File: config.mk
export PLATFORM = sky130hd
export DESIGN_NAME = timer_arbiter
export DESIGN_NICKNAME = d
export VERILOG_FILES = /design/src/rtl/timer_arbiter.sv
export SDC_FILE = /design/constraint.sdc
export NUM_CORES = 1
export LEC_CHECK = 0
export ABC_CLOCK_PERIOD_IN_PS = 5660
export CAP_MARGIN = 20
export CORE_MARGIN = 3
export CORE_UTILIZATION = 44
export DETAILED_ROUTE_END_ITERATION = 6
export PLACE_DENSITY = 0.83
export SLEW_MARGIN = 15
export SYNTH_ARGS = -nofsm -noshare
export SYNTH_HDL_FRONTEND = slang
export SYNTH_SLANG_ARGS = --single-unit
File: constraint.sdc
create_clock -name clk -period 5.66 [get_ports clk]
set_clock_uncertainty 0.15 [all_clocks]
set_input_delay 1.415 -clock clk [delete_from_list [all_inputs] [get_ports clk]]
set_output_delay 1.415 -clock clk [all_outputs]
set_load 0.05 [all_outputs]
File: src/rtl/timer_arbiter.sv
// timer_arbiter: round-robin sharing of one CW-bit down-counter among NREQ requesters.
// Define TIMER_ARB_HOLD_EN to add a hold input that freezes the count in RUN.
module timer_arbiter #(
    parameter  int NREQ = 4,
    parameter  int CW   = 4,
    localparam int IW   = (NREQ > 1) ? $clog2(NREQ) : 1
) (
    input  logic               clk,
    input  logic               rst,
`ifdef TIMER_ARB_HOLD_EN
    input  logic               hold,
`endif
    input  logic [NREQ-1:0]    req,
    input  logic [NREQ*CW-1:0] len,
    output logic [NREQ-1:0]    gnt,
    output logic [NREQ-1:0]    done,
    output logic               busy,
    output logic [CW-1:0]      cnt,
    output logic [IW-1:0]      gnt_id
);

    typedef enum logic [1:0] {IDLE, RUN, DONE} state_t;

    state_t          state;
    state_t          state_d;
    logic [CW-1:0]   cnt_d;
    logic [IW-1:0]   id_d;
    logic [IW-1:0]   ptr;
    logic [IW-1:0]   ptr_d;
    logic [IW-1:0]   sel;
    logic [IW-1:0]   nxt_ptr;
    logic            found;
    logic            stall;
    logic            owner_req;
    logic [NREQ-1:0] own;

    assign own       = NREQ'(1) << gnt_id;
    assign owner_req = req[gnt_id];
    assign nxt_ptr   = (gnt_id == IW'(NREQ - 1)) ? '0 : gnt_id + IW'(1);

`ifdef TIMER_ARB_HOLD_EN
    assign stall = hold;
`else
    assign stall = 1'b0;
`endif

    // Pick the first requester at or above the pointer, wrapping around.
    always_comb begin
        found = 1'b0;
        sel   = '0;
        for (int i = 0; i < NREQ; i++) begin
            if (!found && req[(int'(ptr) + i) % NREQ]) begin
                found = 1'b1;
                sel   = IW'((int'(ptr) + i) % NREQ);
            end
        end
    end

    // Next-state logic: grant, count down, complete or abort.
    always_comb begin
        state_d = state;
        cnt_d   = cnt;
        id_d    = gnt_id;
        ptr_d   = ptr;
        unique case (state)
            IDLE: begin
                if (found) begin
                    state_d = RUN;
                    id_d    = sel;
                    cnt_d   = len[int'(sel)*CW +: CW];
                end
            end
            RUN: begin
                if (!owner_req) begin
                    state_d = IDLE;
                    ptr_d   = nxt_ptr;
                end else if (!stall) begin
                    if (cnt == '0) begin
                        state_d = DONE;
                    end else begin
                        cnt_d = cnt - CW'(1);
                    end
                end
            end
            DONE: begin
                state_d = IDLE;
                ptr_d   = nxt_ptr;
            end
            default: state_d = IDLE;
        endcase
    end

    // State, counter, owner and round-robin pointer registers.
    always_ff @(posedge clk or negedge rst) begin
        if (!rst) begin
            state  <= IDLE;
            cnt    <= '0;
            gnt_id <= '0;
            ptr    <= '0;
        end else begin
            state  <= state_d;
            cnt    <= cnt_d;
            gnt_id <= id_d;
            ptr    <= ptr_d;
        end
    end

    assign gnt  = (state == RUN)  ? own : '0;
    assign done = (state == DONE) ? own : '0;
    assign busy = (state != IDLE);

endmodule

==> impl_metrics.json <==
{
  "cp-start-kind": "flip-flop",
  "path_buf_inv": 1,
  "die_w_um": 49.7,
  "finalSetupViolCount": 0,
  "clk_pin_slew_ns": 0.06,
  "period_needed_ns": 3.47,
  "clk_path_buf_depth": 2,
  "dr_total_vias": 789,
  "drc": 0,
  "cts_buffers": 3,
  "cap_violations": 0,
  "cts_setup_buffers": 0,
  "first_global_vias": 780,
  "hold_buffers": 0,
  "cpMaxStageDelayCell": "clkdlybuf4s50_1",
  "mappedNetlistNets": 120,
  "drv_slew": 0,
  "max_slew.worst_pin.slew_ns": 0.504,
  "postSynthCellCount": 92,
  "clockRootBuffer": "clkbuf_4",
  "syn_area_per_cell_sq_um": 9.14,
  "slew_headroom": 0.663,
  "clk_latency_ns": 0.27,
  "leakage_nw": 0.553,
  "synth_largest_area_cell": "dfrtp_1",
  "ys_ff_latch": 10,
  "final_nets": 161,
  "place_hpwl_um": 1650,
  "drive_gt1_frac": 0.0840,
  "power_density_nw_per_um2": 543,
  "drt_iter0_markers": 10,
  "gp_congestion": 0.831,
  "fillerInstances": 144,
  "worstPathCellList": "nor2b_1 > and2_1 > clkdlybuf4s50_1",
  "grt_use_total": 0.172,
  "core-area_sq_um": 1760,
  "synth_edf_count": 0,
  "synth_top_area_share": 0.298,
  "fin_ws_ns": 2.19,
  "path_class": "reg -> out",
  "worstPathRequired_ns": 4.09,
  "max-vdd-ir-drop_mv": 0.435,
  "arrival_ns": 1.91,
  "hold_violations": 0,
  "ys_top_cells_by_area": "dfrtp_1, mux2i_1, ha_1",
  "rsz0062_at_grt": "false",
  "overflow": 0,
  "grt_max_degree": 11,
  "yosysMostFrequentCell": "mux2i_1",
  "synthesis.area_sq_um": 841,
  "fin_crit_sh": 0.614,
  "synth_cell_types": 24,
  "cts_tree": "built",
  "cts_resized": 0,
  "multi_input_area_sq_um": 568,
  "via_per_inst": 5.06,
  "status": "completed",
  "ys.flop_type": "dfrtp_1",
  "dieHeight_um": 49.7,
  "cts_sinks": 10,
  "antenna_found_initial": 0,
  "grt_pass1_wl_um": 3260,
  "ys_top_cells_by_count": "mux2i_1, dfrtp_1, nor2_1, and2_1, nand2_1",
  "async_reset_ff_frac": 1.00,
  "yosysWarningCount": 0,
  "crit_fanout": 5,
  "seq_area_sq_um": 250,
  "hold_path_class": "reg -> reg",
  "place_worst_setup_slack_ns": 2.08,
  "antenna-diode-count": 0,
  "die_area_sq_um": 2470,
  "stdcell_count": 156,
  "wl_um": 1910,
  "port_buffers": 36,
  "fin_total_pwr_mw": 0.681,
  "dr.pass1.iters": 3,
  "dp.cells": 153,
  "ys_seq_area_frac": 0.298,
  "critPathTopFamily": "buffers and inverters",
  "holdWs_ns": 0.420,
  "wl_per_cell_um": 12.2,
  "row_count": 15,
  "endpoint_kind": "output pin",
  "tns_ns": 0,
  "ios": 37,
  "h-tree-depth": 1,
  "syn2layout_area_growth_pct": 49.3,
  "initial_core_util": 0.477,
  "cpPeakStageDelay_ns": 0.80,
  "clock.fmax_ghz": 0.288,
  "antenna_left": 0
}
[cell type report]
cell class,count,area share
clock buffers,3,0.0179
inverters,6,0.0179
multi-input cells,76,0.453
flip-flops and latches,10,0.199
well taps,25,0.0249
repair buffers,36,0.287
[registers in the layout, indices dropped and copies added, names as in the netlist]
name,flops
gnt_id,2
state,2
cnt,4
ptr,2
[placed cells by master, fill, tap and decap left out, drive strengths merged]
| cell | Yosys | routed |
|---|---|---|
| and2 | 9 | 9 |
| nor3 | 2 | 2 |
| a221o | 2 | 2 |
| or3b | 1 | 1 |
| or3 | 1 | 1 |
| nand2b | 3 | 3 |
| o21ai | 4 | 4 |
| inv | 6 | 6 |
| nor2b | 3 | 3 |
| clkdlybuf4s50 | 0 | 36 |
| o21bai | 1 | 1 |
| clkbuf | 0 | 3 |
| dfrtp | 10 | 10 |
| o21a | 1 | 1 |
| mux4 | 1 | 1 |
| ha | 6 | 6 |
| nor2 | 10 | 10 |
| nand2 | 7 | 7 |
| nor4 | 1 | 1 |
| o22ai | 1 | 1 |
| mux2i | 13 | 13 |
| a21oi | 7 | 7 |
| mux2 | 3 | 3 |
[layer usage]
layer | vias up | GRT usage | routed length [um]
li1 | 403 | - | -
met1 | 351 | 0.168 | 734
met4 | 0 | 0.0922 | 29
met5 | - | 0 | 0
met2 | 32 | 0.328 | 1030
met3 | 3 | 0.0393 | 113
[where the power goes]
group / switching [mW] / internal [mW] / leakage [nW]
clock network: 0.0231 / 0.0245 / 0.0138
logic: 0.289 / 0.196 / 0.418
registers: 0.0414 / 0.107 / 0.121
total: 0.354 / 0.328 / 0.553
[through the flow]
stage	area [sq um]	utilization
after floorplan	841	-
after global placement	1230	0.699
after detailed placement	1230	0.699
after CTS	1250	0.711
after global routing	1250	0.711
final	1250	0.711
[worst register-to-register path, delay by kind of cell (launching register included)]
| kind | cells | cell delay (ns) |
|---|---|---|
| AND/OR/NAND/NOR | 2 | 0.51 |
| multiplexers | 3 | 0.55 |
| flip-flops | 1 | 0.45 |
| AO/OA/AOI/OAI | 1 | 0.36 |
[path summary, 6_finish.rpt]
kind | startpoint | to | slack [ns] | cells past startpoint
min | cnt[1] | cnt[1] | 0.42 | 2
max | state[0] | gnt[1] | 2.19 | 3
max in group asynchronous | rst | cnt[3] | 3.74 | 1
min reg2reg | cnt[1] | cnt[1] | 0.42 | 2
max reg2reg | ptr[1] | cnt[3] | 3.53 | 6
min in group asynchronous | rst | cnt[0] | 1.31 | 1
[logic make-up (layout without fill, tap and decap cells)]
logic type / after synthesis / count (layout) / synth area share
simple gates: 37 / 37 / 0.238
mux: 17 / 17 / 0.222
compound gates: 16 / 16 / 0.126
flops: 10 / 10 / 0.298
fa+ha+maj: 6 / 6 / 0.0893
buf+inv: 6 / 45 / 0.0268
Power figures use the tool's default switching activity.
